==> src/rtl/matrix_op_sequencer.sv <==
// Matrix operation sequencer: looks up operand metadata, checks dimensions, then
// streams operand reads and row-major result writes for add, scale, transpose and matmul.
module matrix_op_sequencer #(
    parameter int DATA_W    = 8,
    parameter int ID_W      = 4,
    parameter int IDX_W     = 5,
    parameter int NUM_SLOTS = 10,
    parameter int ACC_W     = 16
) (
    input  logic              clk,
    input  logic              rst,
    input  logic              start,
    input  logic [1:0]        op,
    input  logic [ID_W-1:0]   id_a,
    input  logic [ID_W-1:0]   id_b,
    input  logic [DATA_W-1:0] scalar,
    input  logic [ID_W-1:0]   dst_id,
    output logic [ID_W-1:0]   meta_id,
    input  logic [2:0]        meta_m,
    input  logic [2:0]        meta_n,
    input  logic              meta_valid,
    output logic              rd_en,
    output logic [ID_W-1:0]   rd_id,
    output logic [IDX_W-1:0]  rd_idx,
    input  logic [DATA_W-1:0] rd_data,
    output logic              wr_en,
    output logic [ID_W-1:0]   wr_id,
    output logic [IDX_W-1:0]  wr_idx,
    output logic [DATA_W-1:0] wr_data,
    output logic [2:0]        wr_m,
    output logic [2:0]        wr_n,
    output logic              wr_last,
    output logic              busy,
    output logic              done,
    output logic              error,
    output logic [1:0]        err_code
);

    // state   | meaning
    // IDLE    | waiting for start
    // META_A  | look up operand A metadata
    // META_B  | look up operand B metadata
    // CHECK   | range / validity / dimension checks, set result dims
    // RD_A    | request A element
    // RD_B    | capture A, request B element
    // ACC     | capture last read, update accumulator (matmul loops over k)
    // WR      | write one result element
    // DONE    | completion pulse
    // ERR     | completion pulse with error
    typedef enum logic [3:0] {
        S_IDLE, S_META_A, S_META_B, S_CHECK, S_RD_A,
        S_RD_B, S_ACC, S_WR, S_DONE, S_ERR
    } state_t;

    localparam logic [1:0] OP_ADD = 2'd0;
    localparam logic [1:0] OP_SCL = 2'd1;
    localparam logic [1:0] OP_TRN = 2'd2;
    localparam logic [1:0] OP_MUL = 2'd3;

    state_t state, state_nxt;

    logic [1:0]        op_q;
    logic [ID_W-1:0]   id_a_q, id_b_q, dst_q;
    logic [DATA_W-1:0] scalar_q;
    logic [2:0]        ma_q, na_q, mb_q, nb_q;
    logic              va_q, vb_q;
    logic [2:0]        rm_q, rn_q;
    logic [2:0]        r_q, c_q, k_q;
    logic [DATA_W-1:0] a_q;
    logic [ACC_W-1:0]  acc_q;
    logic [1:0]        err_q;

    logic              uses_b;
    logic [1:0]        chk_code;
    logic [2:0]        rm_nxt, rn_nxt;
    logic [ACC_W-1:0]  acc_nxt;
    logic              k_more, col_end, last_elem;

    function automatic logic slot_bad(input logic [ID_W-1:0] id);
        return 32'(id) >= 32'(NUM_SLOTS);
    endfunction

    function automatic logic [IDX_W-1:0] lin_idx(input logic [2:0] row,
                                                 input logic [2:0] stride,
                                                 input logic [2:0] col);
        return IDX_W'(row) * IDX_W'(stride) + IDX_W'(col);
    endfunction

    assign uses_b    = (op_q == OP_ADD) || (op_q == OP_MUL);
    assign k_more    = (4'(k_q) + 4'd1) < 4'(na_q);
    assign col_end   = (c_q == rn_q - 3'd1);
    assign last_elem = col_end && (r_q == rm_q - 3'd1);

    // Range errors outrank validity, which outranks dimension mismatch.
    always_comb begin
        chk_code = 2'd0;
        if (slot_bad(id_a_q) || slot_bad(dst_q) || (uses_b && slot_bad(id_b_q)))
            chk_code = 2'd3;
        else if (!va_q || (uses_b && !vb_q))
            chk_code = 2'd1;
        else if ((op_q == OP_ADD) && ((ma_q != mb_q) || (na_q != nb_q)))
            chk_code = 2'd2;
        else if ((op_q == OP_MUL) && (na_q != mb_q))
            chk_code = 2'd2;
    end

    always_comb begin
        rm_nxt = ma_q;
        rn_nxt = na_q;
        case (op_q)
            OP_TRN: begin
                rm_nxt = na_q;
                rn_nxt = ma_q;
            end
            OP_MUL:  rn_nxt = nb_q;
            default: ;
        endcase
    end

    always_comb begin
        case (op_q)
            OP_ADD:  acc_nxt = ACC_W'(a_q) + ACC_W'(rd_data);
            OP_SCL:  acc_nxt = ACC_W'(rd_data) * ACC_W'(scalar_q);
            OP_TRN:  acc_nxt = ACC_W'(rd_data);
            default: acc_nxt = acc_q + ACC_W'(a_q) * ACC_W'(rd_data);
        endcase
    end

    always_ff @(posedge clk) begin
        if (rst) state <= S_IDLE;
        else     state <= state_nxt;
    end

    always_comb begin
        state_nxt = state;
        meta_id   = '0;
        rd_en     = 1'b0;
        rd_id     = '0;
        rd_idx    = '0;
        wr_en     = 1'b0;
        wr_id     = '0;
        wr_idx    = '0;
        wr_data   = '0;
        wr_last   = 1'b0;
        done      = 1'b0;
        error     = 1'b0;
        case (state)
            S_IDLE: if (start) state_nxt = S_META_A;
            S_META_A: begin
                meta_id   = id_a_q;
                state_nxt = S_META_B;
            end
            S_META_B: begin
                meta_id   = id_b_q;
                state_nxt = S_CHECK;
            end
            S_CHECK: state_nxt = (chk_code != 2'd0) ? S_ERR : S_RD_A;
            S_RD_A: begin
                rd_en = 1'b1;
                rd_id = id_a_q;
                case (op_q)
                    OP_TRN:  rd_idx = lin_idx(c_q, na_q, r_q);
                    OP_MUL:  rd_idx = lin_idx(r_q, na_q, k_q);
                    default: rd_idx = lin_idx(r_q, na_q, c_q);
                endcase
                state_nxt = uses_b ? S_RD_B : S_ACC;
            end
            S_RD_B: begin
                rd_en     = 1'b1;
                rd_id     = id_b_q;
                rd_idx    = (op_q == OP_MUL) ? lin_idx(k_q, nb_q, c_q) : lin_idx(r_q, nb_q, c_q);
                state_nxt = S_ACC;
            end
            S_ACC: state_nxt = ((op_q == OP_MUL) && k_more) ? S_RD_A : S_WR;
            S_WR: begin
                wr_en     = 1'b1;
                wr_id     = dst_q;
                wr_idx    = lin_idx(r_q, rn_q, c_q);
                wr_data   = acc_q[DATA_W-1:0];
                wr_last   = last_elem;
                state_nxt = last_elem ? S_DONE : S_RD_A;
            end
            S_DONE: begin
                done      = 1'b1;
                state_nxt = S_IDLE;
            end
            S_ERR: begin
                done      = 1'b1;
                error     = 1'b1;
                state_nxt = S_IDLE;
            end
            default: state_nxt = S_IDLE;
        endcase
    end

    always_ff @(posedge clk) begin
        if (rst) begin
            op_q     <= '0;
            id_a_q   <= '0;
            id_b_q   <= '0;
            dst_q    <= '0;
            scalar_q <= '0;
            ma_q     <= '0;
            na_q     <= '0;
            mb_q     <= '0;
            nb_q     <= '0;
            va_q     <= 1'b0;
            vb_q     <= 1'b0;
            rm_q     <= '0;
            rn_q     <= '0;
            r_q      <= '0;
            c_q      <= '0;
            k_q      <= '0;
            a_q      <= '0;
            acc_q    <= '0;
            err_q    <= '0;
        end else begin
            case (state)
                S_IDLE: begin
                    if (start) begin
                        op_q     <= op;
                        id_a_q   <= id_a;
                        id_b_q   <= id_b;
                        scalar_q <= scalar;
                        dst_q    <= dst_id;
                        err_q    <= 2'd0;
                    end
                end
                S_META_A: begin
                    ma_q <= meta_m;
                    na_q <= meta_n;
                    va_q <= meta_valid;
                end
                S_META_B: begin
                    mb_q <= meta_m;
                    nb_q <= meta_n;
                    vb_q <= meta_valid;
                end
                S_CHECK: begin
                    if (chk_code != 2'd0) begin
                        err_q <= chk_code;
                    end else begin
                        rm_q  <= rm_nxt;
                        rn_q  <= rn_nxt;
                        r_q   <= '0;
                        c_q   <= '0;
                        k_q   <= '0;
                        acc_q <= '0;
                    end
                end
                S_RD_B: a_q <= rd_data;
                S_ACC: begin
                    acc_q <= acc_nxt;
                    if ((op_q == OP_MUL) && k_more) k_q <= k_q + 3'd1;
                end
                S_WR: begin
                    acc_q <= '0;
                    k_q   <= '0;
                    if (col_end) begin
                        c_q <= '0;
                        r_q <= r_q + 3'd1;
                    end else begin
                        c_q <= c_q + 3'd1;
                    end
                end
                default: ;
            endcase
        end
    end

    assign busy     = (state != S_IDLE);
    assign wr_m     = rm_q;
    assign wr_n     = rn_q;
    assign err_code = err_q;

endmodule
==> config.mk <==
export PLATFORM = sky130hd
export DESIGN_NAME = matrix_op_sequencer
export DESIGN_NICKNAME = d
export VERILOG_FILES = /design/src/rtl/matrix_op_sequencer.sv
export SDC_FILE = /design/constraint.sdc
export NUM_CORES = 1
export LEC_CHECK = 0
export CELL_PAD_IN_SITES_DETAIL_PLACEMENT = 2
export CELL_PAD_IN_SITES_GLOBAL_PLACEMENT = 2
export CORE_UTILIZATION = 31
export DETAILED_ROUTE_END_ITERATION = 10
export PLACE_DENSITY = 0.88
export REMOVE_ABC_BUFFERS = 1
export SKIP_CTS_REPAIR_TIMING = 1
export SYNTH_ARGS = -nofsm -noshare
export SYNTH_HDL_FRONTEND = slang
export SYNTH_SLANG_ARGS = --single-unit
==> constraint.sdc <==
create_clock -name clk -period 4.67 [get_ports clk]
set_input_delay 0.934 -clock clk [delete_from_list [all_inputs] [get_ports clk]]
set_output_delay 0.934 -clock clk [all_outputs]
set_load 0.005 [all_outputs]
==> run metrics, run 1 <==
status=finished, final reports clean; final wirelength=27400 um; final net count=1207; Post-Synth Adder-Cell Area=27.1%; mux share of post-synthesis cell area=2.72%; crit start category=input port; top post-synthesis cells by area=dfxtp_1 19%, ha_1 15%, fa_1 12%, nand2_1 7.9%, xnor2_1 5.7%; Post-synth EDFFs=0; R2R depth=18; upper clock frequency limit=215 MHz; fillers=2705; post-synthesis compound-gate area fraction=13.5%; DRT Pass-1 Iters=4; FFs w/ async S/R, synth=0%; max-cap violation count=0; Antenna Diode Count=0; register share of total power=37.5%; H-tree levels=3; Worst EP required=4.89 ns; CTS clk-pin slew, worst paths=0.06 ns; Reg-to-Reg End=acc_q[7]; Peak VDD IR=159 uV; LEAKAGE=4.31 nW; CP endpoint=acc_q[7]; total track usage=22.6%; Worst-Skew Late Latency=0.34 ns; power density over cell area=195 nW/um2; CTS tree=built; Num CTS Buffers=9; die area=24800 um2; count leader, synth=nand2_1; Tcrit/Tclk final=99.4%; Critical Path Start=rd_data[4]; placed cell area=8920 um2; number of core rows=56; Overall Power=1.81 mW; WS Path Type=input port to register; Vias/cell=5.08; placed insts=1339; post-synthesis area per instance=8.04 um2; Area growth syn-to-layout=24.2%; core area=23600 um2; Hold Vio Cnt, Final=0; DRC viols=0; Crit path arrival time=4.86 ns; CTS max path bufs=2; share of Yosys cell area claimed by the top area cell type=19.5%; Placer Congestion=0.818; Simple-Gate Fraction of Synth Area=19.5%; ys flop type=dfxtp_1; largest family of logic cells by synthesized area=adder cells; I/O pins=84; sequential area share after synthesis=19.5%; Netlist cell types=57; top cells by count, synth=157 x nand2_1, 113 x inv_1, 89 x ha_1; worst min path class=register to register; Synth Area in XOR/XNOR=9.58%; RSZ-0062 raised after global routing=yes; Post-Syn Area=7500 um2; critical path capture point type=register; share of power burned in the clock network=40.8%; Final Skew=0.00709 ns; final setup vio count=0; DR vias=6885; share of layout cells above drive strength 1=8.39%; die width=158 um; fin area=9310 um2; Port-buffer cells=83; Yosys reg bits=73; Mapped Cells=933; Initial Util=31.8%; antenna violations before repair=0; drt first-iter violations=338; combinational fraction of design power=21.8%; sw power=541 uW; post-route ant nets=0; Yosys top cell by area=dfxtp_1; Slew headroom=32.6%; Int Pwr=1.27 mW; Sink Count=73; grt total ovfl=0; R2R setup slack=0.53 ns; Syn. warnings=0; post-route insts no fill=1356; vias in the first global route=7819; largest net degree at the start of global routing=39; sw frac=29.8%; Root Buffer Master=clkbuf_16; crit path time final=4.64 ns; actual slew at the worst max-slew pin=1.01 ns; count of pins over their slew limit=0; global-route wire length before repair=42600 um; critical path fanouts, max=2; reg2reg start=a_q[1]; WL per Instance=20.2 um; HPWL after DPL=21400 um; Die Ht=158 um
## state kept, by name, indices dropped and copies added (netlist names), 3 cells and up
| signal | flops |
|---|---|
| id_a_q | 4 |
| dst_q | 4 |
| wr_n | 3 |
| mb_q | 3 |
| scalar_q | 8 |
| id_b_q | 4 |
| nb_q | 3 |
| state | 4 |
| wr_m | 3 |
| na_q | 3 |
| r_q | 3 |
| a_q | 8 |
| ma_q | 3 |
| k_q | 3 |
| acc_q | 8 |
| c_q | 3 |
## metal layers
| layer | up-vias | global-route usage (%) | part of all wire, % |
|---|---|---|---|
| met2 | 119 | 41.2 | 52 |
| met4 | 0 | 5.64 | 1.4 |
| met5 | - | 0 | 0 |
| met3 | 25 | 2.75 | 2.9 |
| li1 | 3230 | - | - |
| met1 | 3511 | 28.0 | 44 |
## worst max-delay path: stages
cell,delay (ns)
clkdlybuf4s50_1,0.50
nand2_1,0.08
fa_1,0.50
inv_1,0.04
ha_1,0.26
inv_1,0.05
fa_1,0.51
fa_2,0.43
xor2_2,0.16
xnor3_1,0.35
xnor3_1,0.21
xnor3_1,0.40
a221oi_2,0.31
o41ai_2,0.12
## through the flow
| step | worst slack [ns] | utilization (%) | TNS (ns) | hold slack [ns] |
|---|---|---|---|---|
| 2_1_floorplan | 0.218 | - | 0 | 0.426 |
| 3_3_place_gp | -0.543 | 37.8 | -1.30 | 0.443 |
| 3_5_place_dp | -0.630 | 37.8 | -1.74 | 0.455 |
| 4_1_cts | -0.313 | 39.1 | -0.789 | 0.465 |
| 5_1_grt | -0.119 | 39.4 | -0.129 | 0.487 |
| 6_report | 0.0261 | 39.4 | 0 | 0.461 |
## logic make-up after synthesis
group | Yosys count
AO/OA/AOI/OAI | 155
flip-flops | 73
adder cells (fa/ha/maj) | 135
multiplexers | 20
AND/OR/NAND/NOR | 316
buffers and inverters | 160
XOR/XNOR | 74
## final cells by class
cell class | count | area [um2] | area share, %
Multi-Input combinational cell | 700 | 5470 | 58.7
Sequential cell | 73 | 1470 | 15.8
Timing Repair Buffer | 135 | 1240 | 13.4
Inverter | 113 | 424 | 4.56
Tap cell | 319 | 399 | 4.29
Clock buffer | 14 | 274 | 2.94
Clock inverter | 2 | 35.0 | 0.376
## layout by cell type, fill, tap and decap left out, drive strengths merged, types with 3 or more instances in the layout
cell type,netlist,routed
nor3,7,7
nand3b,3,3
nor2,49,49
o21ai,21,21
dfxtp,73,73
ha,89,89
nor2b,5,5
clkbuf,42,14
a311oi,3,3
or3,3,3
a21o,12,12
nand3,6,6
buf,5,53
fa,46,46
nand2b,7,7
xor2,19,19
mux2i,17,17
and3,5,5
xnor2,51,51
a211oi,16,16
nor3b,3,3
mux2,3,3
a22o,7,7
a32o,3,3
a21oi,65,65
clkdlybuf4s50,0,77
a221oi,5,5
and2,65,65
xnor3,4,4
dlymetal6s2s,0,5
inv,113,113
nand2,157,157
## worst min path at each step
stage          startpoint       end  depth (start not counted)
6_report         dst_q[0]  dst_q[0]                          2
5_1_grt          dst_q[0]  dst_q[0]                          2
4_1_cts          dst_q[0]  dst_q[0]                          2
3_5_place_dp     dst_q[0]  dst_q[0]                          2
3_3_place_gp         va_q      va_q                          2
2_1_floorplan    dst_q[0]  dst_q[0]                          2
## power groups by stage
stage               combinational [mW]  clock (mW)  sequential (mW)
CTS                              0.393       0.746            0.680
floorplan                        0.197           0            0.688
detailed placement               0.386           0            0.694
global route                     0.429       0.771            0.684
finish                           0.395       0.739            0.680
global placement                 0.367           0            0.691
(Power assumes the default switching activity.)
==> run 2, diff against run 1 <==
--- a/config.mk
+++ b/config.mk
@@ -9,9 +9,11 @@
 export CELL_PAD_IN_SITES_GLOBAL_PLACEMENT = 2
 export CORE_UTILIZATION = 31
 export DETAILED_ROUTE_END_ITERATION = 10
+export HOLD_SLACK_MARGIN = 0.08
 export PLACE_DENSITY = 0.88
 export REMOVE_ABC_BUFFERS = 1
 export SKIP_CTS_REPAIR_TIMING = 1
 export SYNTH_ARGS = -nofsm -noshare
 export SYNTH_HDL_FRONTEND = slang
 export SYNTH_SLANG_ARGS = --single-unit
+export TNS_END_PERCENT = 30
==> run 2 against run 1 <==
Combinational power is essentially flat. Critical path type unchanged. Global-route usage is the same. First-iteration DRC count shrank 3.6%. Core utilization about the same. Sequential cell count did not move. Largest power group unchanged. Die area unchanged. Register-to-register slack worse by 0.02 ns. Clock-buffer cell count is the same. Final area is 0.12% lower.
==> run metrics, run 2 (synthesis results as in run 1) <==
DRT Pass-1 Iters=4 (unchanged); DRC viols=0 (unchanged); H-tree levels=3 (unchanged); post-route ant nets=0 (unchanged); I/O pins=84 (unchanged); Num CTS Buffers=9 (unchanged); Overall Power=1.81 mW (about the same); sw frac=29.8% (about the same); sw power=541 uW (about the same); reg2reg start=a_q[1] (unchanged); final setup vio count=0 (unchanged); number of core rows=56 (unchanged); share of layout cells above drive strength 1=8.20% (was 8.39%); Final Skew=0.00716 ns (was 0.00709 ns); hold path cells=2 (unchanged); Port-buffer cells=83 (unchanged); critical path fanouts, max=2 (unchanged); vias in the first global route=7819 (unchanged); Int Pwr=1.27 mW (about the same); total track usage=22.6% (unchanged); utilization after layout=39.4% (about the same); CTS tree=built (unchanged); Root Buffer Master=clkbuf_16 (unchanged); largest net degree at the start of global routing=39 (unchanged); combinational fraction of design power=21.8% (about the same); Antenna Diode Count=0 (unchanged); Vias/cell=5.08 (about the same); crit path time final=4.65 ns (was 4.64 ns); final wirelength=27400 um (about the same); sequential cell area=1470 um2 (unchanged); drt first-iter violations=326 (was 338); share of power burned in the clock network=40.7% (was 40.8%); met2 Resource Use GR=41.2% (unchanged); Tcrit/Tclk final=99.5% (was 99.4%); final net count=1207 (unchanged); Largest regs=a_q: 8 flops, acc_q: 8 flops, scalar_q: 8 flops (unchanged); count of pins over their slew limit=0 (unchanged); die width=158 um (unchanged); Final Worst Setup Slack=0.0239 ns (was 0.0261 ns); WL per Instance=20.2 um (about the same); crit start category=input port (unchanged); commonest cells after routing, fill and taps aside=157 x nand2_1, 113 x inv_1, 89 x ha_1 (unchanged); Sink Count=73 (unchanged); RSZ-0062 raised after global routing=yes (unchanged); register share of total power=37.5% (about the same); critical path capture point type=register (unchanged); pre-CTS WS=-0.630 ns (unchanged); core area=23600 um2 (unchanged); power density over cell area=195 nW/um2 (about the same); CTS max path bufs=2 (unchanged); global-route wire length before repair=42600 um (unchanged); GRT busiest layer=met2 (unchanged); global-route track usage on met3=2.75% (unchanged); WS Path Type=input port to register (unchanged); status=finished, final reports clean (unchanged); Worst EP required=4.89 ns (about the same); hold_ws=0.461 ns (about the same); Critical Path Start=rd_data[4] (unchanged); Area growth syn-to-layout=24.0% (was 24.2%); antenna violations before repair=0 (unchanged); LEAKAGE=4.30 nW (was 4.31 nW); R2R depth=18 (unchanged); fillers=2711 (was 2705); Worst-Skew Late Latency=0.34 ns (about the same); die area=24800 um2 (unchanged); beginning of the worst hold path=dst_q[0] (unchanged); Peak VDD IR=159 uV (about the same); met1 Use GR=28.0% (unchanged); actual slew at the worst max-slew pin=1.01 ns (about the same); upper clock frequency limit=215 MHz (about the same); Die Ht=158 um (unchanged); area of the multi-input gates=5450 um2 (was 5470 um2); Crit path arrival time=4.87 ns (was 4.86 ns); total negative slack=0 ns (unchanged); most common cell after layout, fill and taps aside=nand2_1 (unchanged); DR vias=6884 (was 6885); worst min path class=register to register (unchanged); Slew headroom=31.8% (was 32.6%); Placer Congestion=0.818 (unchanged); Hold Vio Cnt, Final=0 (unchanged); HPWL after DPL=21400 um (unchanged); grt total ovfl=0 (unchanged); max-cap violation count=0 (unchanged); CTS clk-pin slew, worst paths=0.06 ns (about the same); Initial Util=31.8% (unchanged)
==> run 2: cell counts in the layout (fill, tap and decap cells not counted) <==
No cell type changed its count.
==> run 2: through the flow <==
step                      cell area [um2]  instances
after floorplan                      7320        886
after CTS                            9230       1355
after detailed placement             8920       1339
after global placement               8920       1339
after global routing                 9300       1356
final                                9300       1356
==> run 2: worst max-delay path: stages <==
cell             delay, ns
clkdlybuf4s50_1       0.50
nand2_1               0.08
fa_1                  0.50
inv_1                 0.04
ha_1                  0.26
inv_1                 0.06
fa_1                  0.51
fa_2                  0.43
xor2_2                0.16
xnor3_1               0.35
xnor3_1               0.21
xnor3_1               0.40
a221oi_2              0.32
o41ai_2               0.12
==> run 2: routing by layer <==
layer | vias to the layer above | wire length, um
li1 | 3225 | -
met1 | 3510 | 12000
met2 | 124 | 14200
met3 | 25 | 805
met4 | 0 | 376
met5 | - | 0
==> run 2: final timing paths <==
check,end,slack (ns)
min,dst_q[0],0.46
max reg2reg,acc_q[7],0.51
min reg2reg,dst_q[0],0.46
max,acc_q[7],0.02
==> run 2: layout make-up <==
cell class | instances | area share [%]
clock inverters | 2 | 0.377
multi-input cells | 700 | 58.7
inverters | 113 | 4.56
repair buffers | 135 | 13.4
flip-flops and latches | 73 | 15.8
well taps | 319 | 4.29
clock buffers | 14 | 2.95
==> run 2: power by group through the flow <==
stage / logic, mW / clock network, mW / registers (mW)
floorplan: 0.197 / 0 / 0.688
finish: 0.395 / 0.738 / 0.680
global placement: 0.367 / 0 / 0.691
CTS: 0.393 / 0.746 / 0.680
global route: 0.429 / 0.771 / 0.684
detailed placement: 0.386 / 0 / 0.694
==> run 3, diff against run 2 <==
--- a/config.mk
+++ b/config.mk
@@ -12,7 +12,6 @@
 export HOLD_SLACK_MARGIN = 0.08
 export PLACE_DENSITY = 0.88
 export REMOVE_ABC_BUFFERS = 1
-export SKIP_CTS_REPAIR_TIMING = 1
 export SYNTH_ARGS = -nofsm -noshare
 export SYNTH_HDL_FRONTEND = slang
 export SYNTH_SLANG_ARGS = --single-unit
==> run 3 against run 2 <==
Register-to-register slack about the same. First-iteration DRC count decreased by 1.8%. Global-route usage is 0.21 points higher. Clock-buffer cell count unchanged. Worst setup slack better by 0.0051 ns. Worst hold slack is essentially flat. Critical path depth is the same. Sequential power hardly changed. Non-clock buffer count unchanged. Final area grew 0.19%. Largest power group unchanged.
==> run metrics, run 3 (synthesis results as in run 1) <==
status=finished, final reports clean (unchanged); Peak VDD IR=160 uV (was 159 uV); hold_buf cts=0; post-route ant nets=0 (unchanged); total negative slack=0 ns (unchanged); vias in the first global route=7860 (was 7819); CTS clk-pin slew, worst paths=0.06 ns (about the same); drt first-iter violations=320 (was 326); largest net degree at the start of global routing=39 (unchanged); max-cap violation count=0 (unchanged); Most Frequent Cell on Critical Path=inv_1 (was xnor3_1); critical path capture point type=register (unchanged); worst min path class=register to register (unchanged); critical path fanouts, max=2 (unchanged); Largest regs=a_q: 8 flops, acc_q: 8 flops, scalar_q: 8 flops (unchanged); Sink Count=73 (unchanged); Area growth syn-to-layout=24.2% (was 24.0%); Port-buffer cells=83 (unchanged); Num CTS Buffers=9 (unchanged); Overall Power=1.81 mW (about the same); Worst EP required=4.89 ns (about the same); Final Skew=0.00497 ns (was 0.00716 ns); number of core rows=56 (unchanged); Slew headroom=31.1% (was 31.8%); WL per Instance=20.2 um (about the same); HPWL after DPL=21400 um (unchanged); global-route wire length before repair=42900 um (was 42600 um); LEAKAGE=4.28 nW (was 4.30 nW); count of pins over their slew limit=0 (unchanged); Placer Congestion=0.818 (unchanged); Initial Util=31.8% (unchanged); Root Buffer Master=clkbuf_16 (unchanged); final setup vio count=0 (unchanged); actual slew at the worst max-slew pin=1.03 ns (was 1.01 ns); Crit path arrival time=4.86 ns (was 4.87 ns); I/O pins=84 (unchanged); CP max stage delay=0.59 ns (was 0.51 ns); placed insts=1339 (unchanged); hold_ws=0.461 ns (about the same); Hold Vio Cnt, Final=0 (unchanged); core area=23600 um2 (unchanged); Tcrit/Tclk final=99.4% (was 99.5%); H-tree levels=3 (unchanged); antenna violations before repair=0 (unchanged); fin area=9320 um2 (was 9300 um2); crit start category=input port (unchanged); upper clock frequency limit=215 MHz (about the same); CTS tree=built (unchanged); RSZ-0062 raised after global routing=yes (unchanged); grt total ovfl=0 (unchanged); DRC viols=0 (unchanged); Die Ht=158 um (unchanged); DRT Pass-1 Iters=5 (was 4); crit path time final=4.64 ns (was 4.65 ns); most common cell after layout, fill and taps aside=nand2_1 (unchanged); Worst-Skew Late Latency=0.34 ns (about the same); Vias/cell=5.10 (was 5.08); Antenna Diode Count=0 (unchanged); share of layout cells above drive strength 1=8.97% (was 8.20%); CTS max path bufs=2 (unchanged); total track usage=22.8% (was 22.6%); slowest CP cell=fa_2 (was fa_1); power density over cell area=194 nW/um2 (was 195 nW/um2); die area=24800 um2 (unchanged); final net count=1207 (unchanged); DR vias=6920 (was 6884); final wirelength=27400 um (about the same); post-route insts no fill=1356 (unchanged); WS Path Type=input port to register (unchanged); commonest cells after routing, fill and taps aside=157 x nand2_1, 113 x inv_1, 88 x ha_1 (was 157 x nand2_1, 113 x inv_1, 89 x ha_1); die width=158 um (unchanged); crit-path cells=clkdlybuf4s50_1 > nand2_1 > fa_1 > inv_1 > ha_1 > inv_1 > fa_1 > fa_2 > inv_1 > ha_1 > a21oi_2 > xnor3_1 > a221oi_2 > o41ai_2 (was clkdlybuf4s50_1 > nand2_1 > fa_1 > inv_1 > ha_1 > inv_1 > fa_1 > fa_2 > xor2_2 > xnor3_1 > xnor3_1 > xnor3_1 > a221oi_2 > o41ai_2); placed cell area=8920 um2 (unchanged)
==> run 3: cell types whose count changed in the layout (fill, tap and decap cells not counted) <==
cell | before | now
a21oi_1 | 64 | 63
a21oi_4 | 0 | 1
buf_4 | 48 | 49
buf_6 | 4 | 3
clkbuf_2 | 0 | 2
dlygate4sd2_1 | 0 | 2
dlymetal6s2s_1 | 5 | 1
fa_1 | 43 | 41
fa_2 | 3 | 5
ha_1 | 89 | 88
ha_4 | 0 | 1
xnor2_1 | 49 | 47
xnor2_2 | 2 | 4
==> run 3: worst max-delay path: cells and delay by family <==
kind	cells	cell delay, ns
simple gates	1	0.08
compound gates	3	0.63
buf+inv	4	0.67
fa+ha+maj	5	2.17
xor+xnor	1	0.38
==> run 3: what timing repair did <==
action,CTS,global route
setup endpoints to repair,4,3
buffers inserted,1,0
cloned,0,0
pin swaps,7,5
resized for setup,15,15
==> run 3: area by class of cell <==
type | count | area [um2]
clock buffers | 14 | 274
flip-flops and latches | 73 | 1470
inverters | 113 | 424
multi-input cells | 700 | 5500
clock inverters | 2 | 35.0
fillers | 2714 | 14300
well taps | 319 | 399
repair buffers | 135 | 1220
==> run 3: power breakdown <==
part	total [mW]	switching, mW	internal, mW
logic	0.392	0.228	0.164
clock network	0.738	0.280	0.458
registers	0.680	0.0328	0.647
total	1.81	0.541	1.27
==> run 3: layer usage <==
layer	vias to the layer above	GRT usage (%)	share of wire, %
met3	27	2.75	3.2
met4	0	5.55	1.4
met1	3521	28.0	44
met2	143	42.0	52
li1	3229	-	-
met5	-	0	0
==> run 3: metrics by stage <==
stage                     util, %  worst slack, ns
after global placement       37.8           -0.543
after floorplan                 -            0.218
after global routing         39.5          -0.0531
after detailed placement     37.8           -0.630
final                        39.5           0.0290
after CTS                    39.2         0.000777
==> run 3: final timing paths <==
kind | startpoint | end | slack, ns | cells past startpoint
hold / removal | dst_q[0] | dst_q[0] | 0.46 | 2
setup reg to reg | a_q[1] | acc_q[7] | 0.52 | 18
setup / recovery | rd_data[4] | acc_q[7] | 0.03 | 14
hold reg to reg | dst_q[0] | dst_q[0] | 0.46 | 2
